===== src/rtl/fifo_rd_unpack.sv =====
`default_nettype none
// ============================================================================
// Module   : fifo_rd_unpack
// Brief    : Drains 16-bit words from a non-show-ahead FIFO and emits them as
//            a byte stream on valid/ready. Optional statistics port under
//            FIFO_RD_UNPACK_STAT_EN (byte_cnt, ovf_seen).
// Revision : 1.0 - initial release
// ============================================================================
module fifo_rd_unpack #(
  parameter int HI_FIRST = 1
) (
  input  logic        sys_clk,
  input  logic        sys_rst,
  input  logic        en,
  input  logic        rdempty,
  input  logic [15:0] q,
  output logic        rdreq,
  output logic [7:0]  dout,
  output logic        dout_valid,
  input  logic        dout_ready,
`ifdef FIFO_RD_UNPACK_STAT_EN
  output logic [31:0] byte_cnt,
  output logic        ovf_seen,
`endif
  output logic        busy
);

  localparam logic c_hi_first = (HI_FIRST != 0);

  logic [15:0] r_cur;
  logic        r_cur_v;
  logic [15:0] r_nxt;
  logic        r_nxt_v;
  logic        r_sel;
  logic        r_pend;
  logic [7:0]  r_dout;
  logic        r_dout_valid;

  logic        w_take;
  logic        w_wdone;
  logic [1:0]  w_occ;
  logic        w_rdreq;
  logic [15:0] w_cur_n;
  logic        w_cur_v_n;
  logic [15:0] w_nxt_n;
  logic        w_nxt_v_n;
  logic        w_sel_n;
  logic [7:0]  w_byte;

  assign w_take  = r_dout_valid & dout_ready;
  assign w_wdone = w_take & r_sel;

  // wdone implies cur_v, so the subtraction never underflows.
  assign w_occ   = {1'b0, r_cur_v} + {1'b0, r_nxt_v} + {1'b0, r_pend} - {1'b0, w_wdone};
  assign w_rdreq = ~sys_rst & en & ~rdempty & (w_occ < 2'd2);

  always_comb begin
    w_cur_n   = r_cur;
    w_cur_v_n = r_cur_v;
    w_nxt_n   = r_nxt;
    w_nxt_v_n = r_nxt_v;
    w_sel_n   = r_sel;
    if (w_wdone) begin
      w_cur_n   = r_nxt;
      w_cur_v_n = r_nxt_v;
      w_nxt_v_n = 1'b0;
      w_sel_n   = 1'b0;
    end else if (w_take) begin
      w_sel_n   = 1'b1;
    end
    // Returning word fills the oldest free slot so byte order is preserved.
    if (r_pend) begin
      if (!w_cur_v_n) begin
        w_cur_n   = q;
        w_cur_v_n = 1'b1;
        w_sel_n   = 1'b0;
      end else if (!w_nxt_v_n) begin
        w_nxt_n   = q;
        w_nxt_v_n = 1'b1;
      end
    end
    w_byte = (w_sel_n == c_hi_first) ? w_cur_n[7:0] : w_cur_n[15:8];
  end

  always_ff @(posedge sys_clk or posedge sys_rst) begin
    if (sys_rst) begin
      r_cur        <= 16'h0000;
      r_cur_v      <= 1'b0;
      r_nxt        <= 16'h0000;
      r_nxt_v      <= 1'b0;
      r_sel        <= 1'b0;
      r_pend       <= 1'b0;
      r_dout       <= 8'h00;
      r_dout_valid <= 1'b0;
    end else begin
      r_cur        <= w_cur_n;
      r_cur_v      <= w_cur_v_n;
      r_nxt        <= w_nxt_n;
      r_nxt_v      <= w_nxt_v_n;
      r_sel        <= w_sel_n;
      r_pend       <= w_rdreq;
      r_dout       <= w_byte;
      r_dout_valid <= w_cur_v_n;
    end
  end

  assign rdreq      = w_rdreq;
  assign dout       = r_dout;
  assign dout_valid = r_dout_valid;
  assign busy       = r_cur_v | r_nxt_v | r_pend;

`ifdef FIFO_RD_UNPACK_STAT_EN
  logic [31:0] r_byte_cnt;
  logic        r_ovf_seen;
  logic        w_ovf;

  // Both slots still full after the shift while a word returns.
  assign w_ovf = r_pend & r_cur_v & r_nxt_v & ~w_wdone;

  always_ff @(posedge sys_clk or posedge sys_rst) begin
    if (sys_rst) begin
      r_byte_cnt <= 32'h0000_0000;
      r_ovf_seen <= 1'b0;
    end else begin
      if (w_take) begin
        r_byte_cnt <= r_byte_cnt + 32'd1;
      end
      if (w_ovf) begin
        r_ovf_seen <= 1'b1;
      end
    end
  end

  assign byte_cnt = r_byte_cnt;
  assign ovf_seen = r_ovf_seen;
`endif

endmodule
`default_nettype wire


===== config.mk =====
export PLATFORM = sky130hd
export DESIGN_NAME = fifo_rd_unpack
export DESIGN_NICKNAME = d
export VERILOG_FILES = /design/src/rtl/fifo_rd_unpack.sv
export SDC_FILE = /design/constraint.sdc
export NUM_CORES = 1
export LEC_CHECK = 0
export ABC_CLOCK_PERIOD_IN_PS = 2700
export CAP_MARGIN = 20
export CORE_MARGIN = 10
export CORE_UTILIZATION = 40
export CTS_BUF_LIST = sky130_fd_sc_hd__clkbuf_4
export DETAILED_ROUTE_END_ITERATION = 10
export SYNTH_ARGS = -nofsm -noshare
export SYNTH_HDL_FRONTEND = slang
export SYNTH_SLANG_ARGS = --single-unit

===== constraint.sdc =====
create_clock -name sys_clk -period 2.7 [get_ports sys_clk]
set_clock_uncertainty 0.15 [all_clocks]
set_input_delay 0.27 -clock sys_clk [delete_from_list [all_inputs] [get_ports sys_clk]]
set_output_delay 0.27 -clock sys_clk [all_outputs]
set_load 0.01 [all_outputs]

==> results of run 1 <==
==> power by group through the flow <==
stage          clock network (mW)  registers, mW  logic [mW]
4_1_cts                     0.302           1.09        1.30
5_1_grt                     0.330           1.13        1.48
2_1_floorplan                   0           1.12       0.852
3_3_place_gp                    0           1.09        1.21
6_report                    0.286           1.09        1.34
3_5_place_dp                    0           1.11        1.25
==> area by class of cell <==
class	instances	area [um^2]	area share
Timing Repair Buffer	40	373	0.145
Clock inverter	2	7.51	0.00292
Multi-Input combinational cell	79	918	0.357
Tap cell	70	87.6	0.0340
Inverter	13	48.8	0.0190
Sequential cell	44	1100	0.428
Clock buffer	5	37.5	0.0146
==> what timing repair did <==
| action | in CTS | in global routing |
|---|---|---|
| endpoints found under the setup margin | 1 | 1 |
| hold buffers | 0 | 0 |
| gates resized for setup | 10 | 4 |
| pin swaps | 3 | 1 |
| buffers inserted | 1 | 0 |
==> cell usage after synthesis (all sizes together) <==
cell	n
a21oi	1
and2	2
buf	6
dfrtp	44
ha	4
inv	13
mux2	48
mux2i	17
nand2	2
nor3	1
nor4b	1
o21bai	1
or3	1
xnor2	1
==> cells by family (layout without fill, tap and decap cells) <==
kind of cell | count (synthesis) | in the layout
xor+xnor | 1 | 1
simple gates | 7 | 7
compound gates | 2 | 2
flops | 44 | 44
mux | 65 | 65
fa+ha+maj | 4 | 4
buf+inv | 19 | 60
==> registers in the layout (all words and copies together), names as in the netlist <==
| register | cells |
|---|---|
| r_nxt_v | 1 |
| r_sel | 1 |
| dout_valid | 1 |
| r_pend | 1 |
| r_cur | 16 |
| r_nxt | 16 |
| dout | 8 |
==> through the flow <==
step / setup WS (ns) / instance area, um^2
6_report: 0.0104 / 2570
3_5_place_dp: -0.619 / 2460
5_1_grt: -0.124 / 2570
4_1_cts: -0.0409 / 2550
2_1_floorplan: 0.188 / 2060
3_3_place_gp: -0.445 / 2460
==> path summary, 6_finish.rpt <==
check / start / endpoint / cells after the start
max: dout_valid / rdreq / 9
min: sys_rst / r_sel / 2
max reg2reg: dout_valid / r_nxt[12] / 8
min reg2reg: r_nxt[1] / r_nxt[1] / 1
max in group asynchronous: sys_rst / dout[7] / 3
min in group sys_clk: q[9] / dout[1] / 3
==> metal layers <==
| metal | routed length, um | GRT usage |
|---|---|---|
| met2 | 1990 | 0.166 |
| met5 | 0 | 0 |
| met3 | 198 | 0.0367 |
| met1 | 1690 | 0.123 |
| met4 | 53 | 0.0308 |
==> worst max-delay path: cells and delay by family (launching register included) <==
kind | cells | cell delay (ns)
xor gates and xnor gates | 1 | 0.14
buffers and inverters | 2 | 0.24
AOI/OAI and AO/OA | 1 | 0.05
and+or+nand+nor | 2 | 0.43
DFF | 1 | 0.40
adders and majority gates | 3 | 0.67
==> cells in the final DEF (no fill, tap or decap), types with 3 or more instances in the layout <==
cell and instances:
mux2_2 48, dfrtp_1 44, clkdlybuf4s50_1 30, mux2i_1 16
inv_1 11, buf_4 9, clkbuf_4 5, clkinv_1 3
ha_4 3
==> qor.yml, run 1 <==
setup.worst_path.start_class: "flip-flop"
ios: 32
slew_violations: 0
power.density_mw_per_mm2: 1060
clkTransAtPathRegs_ns: 0.12
syn_avg_cell_area_um2: 14.5
finalPower_mw: 2.72
final_core_util: 0.510
power.leakage_nw: 1.19
yosys.area_share.adder: 0.0243
synth-xor-area-share: 0.00426
cp.required_ns: 2.28
combPwrFrac: 0.492
vias: 1189
crit_arrival_ns: 2.27
initial_core_util: 0.408
synth_compound_area_frac: 0.00608
path_cells: "and2_4, ha_4, ha_4, inv_2, ha_4, a21oi_4, xnor2_2, nor4b_2, buf_2"
grt_overflow: 0
cap_violations: 0
end_kind: "primary output"
grt_pass1_vias: 1361
status: "completed"
grt_max_degree: 26
holdWs_ns: 0.107
pwr-share-seq: 0.402
drive_gt1_frac: 0.404
wirelength_um: 3930
setup_viol: 0
rows: 26
synthesis.yosys.warnings: 0
gp_congestion: 0.709
drt_first_pass_iters: 3
cts_buffer_depth: 2
remaining_drc_errors: 0
synth_top_area_frac: 0.535
switching_share: 0.312
antenna_found_initial: 0
rsz0062_at_grt: "yes"
fin_crit_ns: 2.69
dp.cells: 245
cts_buffers: 5
die_area_mm2: 0.00841
syn_inst: 142
grtUsageTotal: 0.102
synth_top_family_by_area: "multiplexers"
ys_seq_area_frac: 0.535
die_x_um: 91.7
max_slew_margin: 0.638
grt_pass1_wl_um: 6950
final_nets: 208
synth_simple_gate_area_frac: 0.0286
finalNonFillerCells: 253
fill_cells: 447
cts_root_buffer: "clkbuf_4"
cpMostUsedCell: "ha_4"
core_mm2: 0.00504
cts_sinks: 44
yosys-top-cells-area: "dfrtp_1, mux2_2, mux2i_1"
worstMarginPinSlew_ns: 0.540
period_share: 0.996
slowest_delay_ns: 0.40
hold_violations: 0
drtIter0Drc: 37
port_buffers: 31
syn_area_mm2: 0.00206
antenna_left: 0
min_path_type: "in -> async"
die_h_um: 91.7
synth_nets: 167
max_freq_mhz: 372
path_class: "reg -> out"
slowest_stage: "dfrtp_1"
insertion_delay_ns: 0.34
clkPwrFrac: 0.105
yosys.area.top_type: "dfrtp_1"
r2r_slack_ns: 0.43
dp.final_hpwl_um: 2790
syn2layout_area_growth_pct: 25.1
cts_tree: "done"
synth-seq-cells: 44
synth.distinct_cells: 18
drt-wirelength-per-cell_um: 15.5
crit_path_max_fanout: 2
cts_htree_levels: 2
tns_ns: 0
synthMuxAreaShare: 0.352
ir_drop_mv: 0.461
netSwitchingPower_mw: 0.848
p_int_mw: 1.87
n_antenna_cell: 0
vias_per_cell: 4.70
No activity file was read; power rests on OpenSTA's default activity.
==> inputs of run 2 (changes only) <==
Settings changed: ABC_CLOCK_PERIOD_IN_PS 2700 to 3400.
Clock period 2.7 ns to 3.4 ns, I/O delays scaled along.
==> run 2 against run 1 <==
  * Setup slack improved by 0.30 ns
  * Sequential share of layout area rose by 1.0 points
  * Combinational power fell by 29%
  * Total power fell by 24%
  * Clock-buffer cell count rose by 2
  * Via count fell by 0.34%
  * Cell area fell by 2.4%
  * Final cell count fell by 1.2%
  * Critical path type unchanged
==> qor.yml, run 2 (synthesized netlist as in run 1, its figures left out) <==
cts_htree_levels: 2
status: "completed"
grt_pass1_wl_um: 6690
drtIter0Drc: 31
max_slew_margin: 0.628
n_antenna_cell: 0
wl_met2_um: 1800
initial_core_util: 0.408
crit_path_max_fanout: 5
tns_ns: 0
die_area_mm2: 0.00841
vias: 1185
cpMostUsedCell: "ha_1"
min_path_type: "in -> async"
hold_violations: 0
remaining_drc_errors: 0
rr_worst_depth: 8
met3WireLength_um: 225
vias_per_cell: 4.74
fin_crit_ns: 3.09
final_cell_mix: "mux2_2, dfrtp_1, clkdlybuf4s50_1"
fill_cells: 450
grt_max_degree: 31
path_class: "reg -> out"
die_h_um: 91.7
final_core_util: 0.498
power.density_mw_per_mm2: 824
cts_root_buffer: "clkbuf_4"
setup.worst_path.start_class: "flip-flop"
grtUsageTotal: 0.0982
drt-wirelength-per-cell_um: 15.2
setup_viol: 0
power.leakage_nw: 1.18
met1Wirelength_um: 1710
antenna_left: 0
path_cells: "and2_1, ha_1, ha_1, inv_1, ha_1, a21oi_1, xnor2_1, nor4b_2, dlygate4sd2_1"
wirelength_um: 3800
grt_overflow: 0
insertion_delay_ns: 0.34
cts_sinks: 44
drt_first_pass_iters: 3
slew_violations: 0
end_kind: "primary output"
dp.cells: 241
finalNonFillerCells: 250
drive_gt1_frac: 0.356
clkTransAtPathRegs_ns: 0.12
crit_arrival_ns: 2.60
gp_congestion: 0.700
ios: 32
rsz0062_at_grt: "no"
final_common_cell: "mux2_2"
ir_drop_mv: 0.307
worstMarginPinSlew_ns: 0.558
slowest_delay_ns: 0.46
syn2layout_area_growth_pct: 22.1
period_share: 0.908
core_mm2: 0.00504
cts_tree: "done"
grt_pass1_vias: 1370
final_nets: 204
dp.final_hpwl_um: 2670
die_x_um: 91.7
slowest_stage: "dfrtp_1"
highest_layer: "met4"
cap_violations: 0
antenna_found_initial: 0
port_buffers: 31
holdWs_ns: 0.0747
cp.required_ns: 2.91
rows: 26
cts_buffers: 5
max_freq_mhz: 324
cts_buffer_depth: 2
run 2: cell count changes in the layout (fill, tap and decap cells not counted), moves of 2 or more:
cell / previous run / this run
buf_4: 9 / 4
ha_4: 3 / 0
ha_1: 1 / 4
clkbuf_4: 5 / 7
run 2: stage by stage:
step	setup WS [ns]	power, mW	area, um^2
6_report	0.312	2.07	2510
5_1_grt	0.111	2.24	2510
4_1_cts	0.259	2.11	2490
3_5_place_dp	0.0127	1.86	2430
3_3_place_gp	0.125	1.80	2430
2_1_floorplan	0.818	1.57	2060
run 2: where the power goes:
part	leakage [nW]	total (mW)	internal [mW]	switching (mW)
Sequential	0.539	0.874	0.778	0.0966
Clock	0.0338	0.250	0.0957	0.154
Combinational	0.607	0.946	0.563	0.383
run 2: what timing repair did:
action / 4_1_cts / 5_1_grt
buffers inserted: 0 / 0
resized for setup: 2 / 0
setup endpoints to repair: 1 / 0
hold buffers: 0 / 0
run 2: layout make-up:
class | count | area (um^2) | area share
flip-flops and latches | 44 | 1100 | 0.438
multi-input cells | 79 | 860 | 0.342
repair buffers | 36 | 359 | 0.143
well taps | 70 | 87.6 | 0.0349
clock buffers | 7 | 52.6 | 0.0209
inverters | 13 | 48.8 | 0.0194
clock inverters | 1 | 3.75 | 0.00149
run 2: metal layers:
| metal | GRT usage | vias up |
|---|---|---|
| li1 | - | 561 |
| met1 | 0.114 | 596 |
| met2 | 0.159 | 22 |
| met3 | 0.0407 | 6 |
| met4 | 0.0347 | 0 |
| met5 | 0 | - |
run 2: path summary, 6_finish.rpt:
check,endpoint,startpoint,slack [ns]
setup / recovery,rdreq,dout_valid,0.31
hold / removal,r_nxt[1],sys_rst,0.07
setup reg to reg,r_nxt[12],dout_valid,0.99
hold reg to reg,r_nxt[8],r_nxt[8],0.37
max in group asynchronous,r_nxt[11],sys_rst,2.39
min in group sys_clk,r_nxt[8],r_nxt[8],0.37
run 2: worst max-delay path, delay by kind of cell (launching register included):
family | cells | cell delay, ns
compound gates | 1 | 0.19
xor+xnor | 1 | 0.10
fa+ha+maj | 3 | 0.74
buf+inv | 2 | 0.35
flops | 1 | 0.46
simple gates | 2 | 0.44
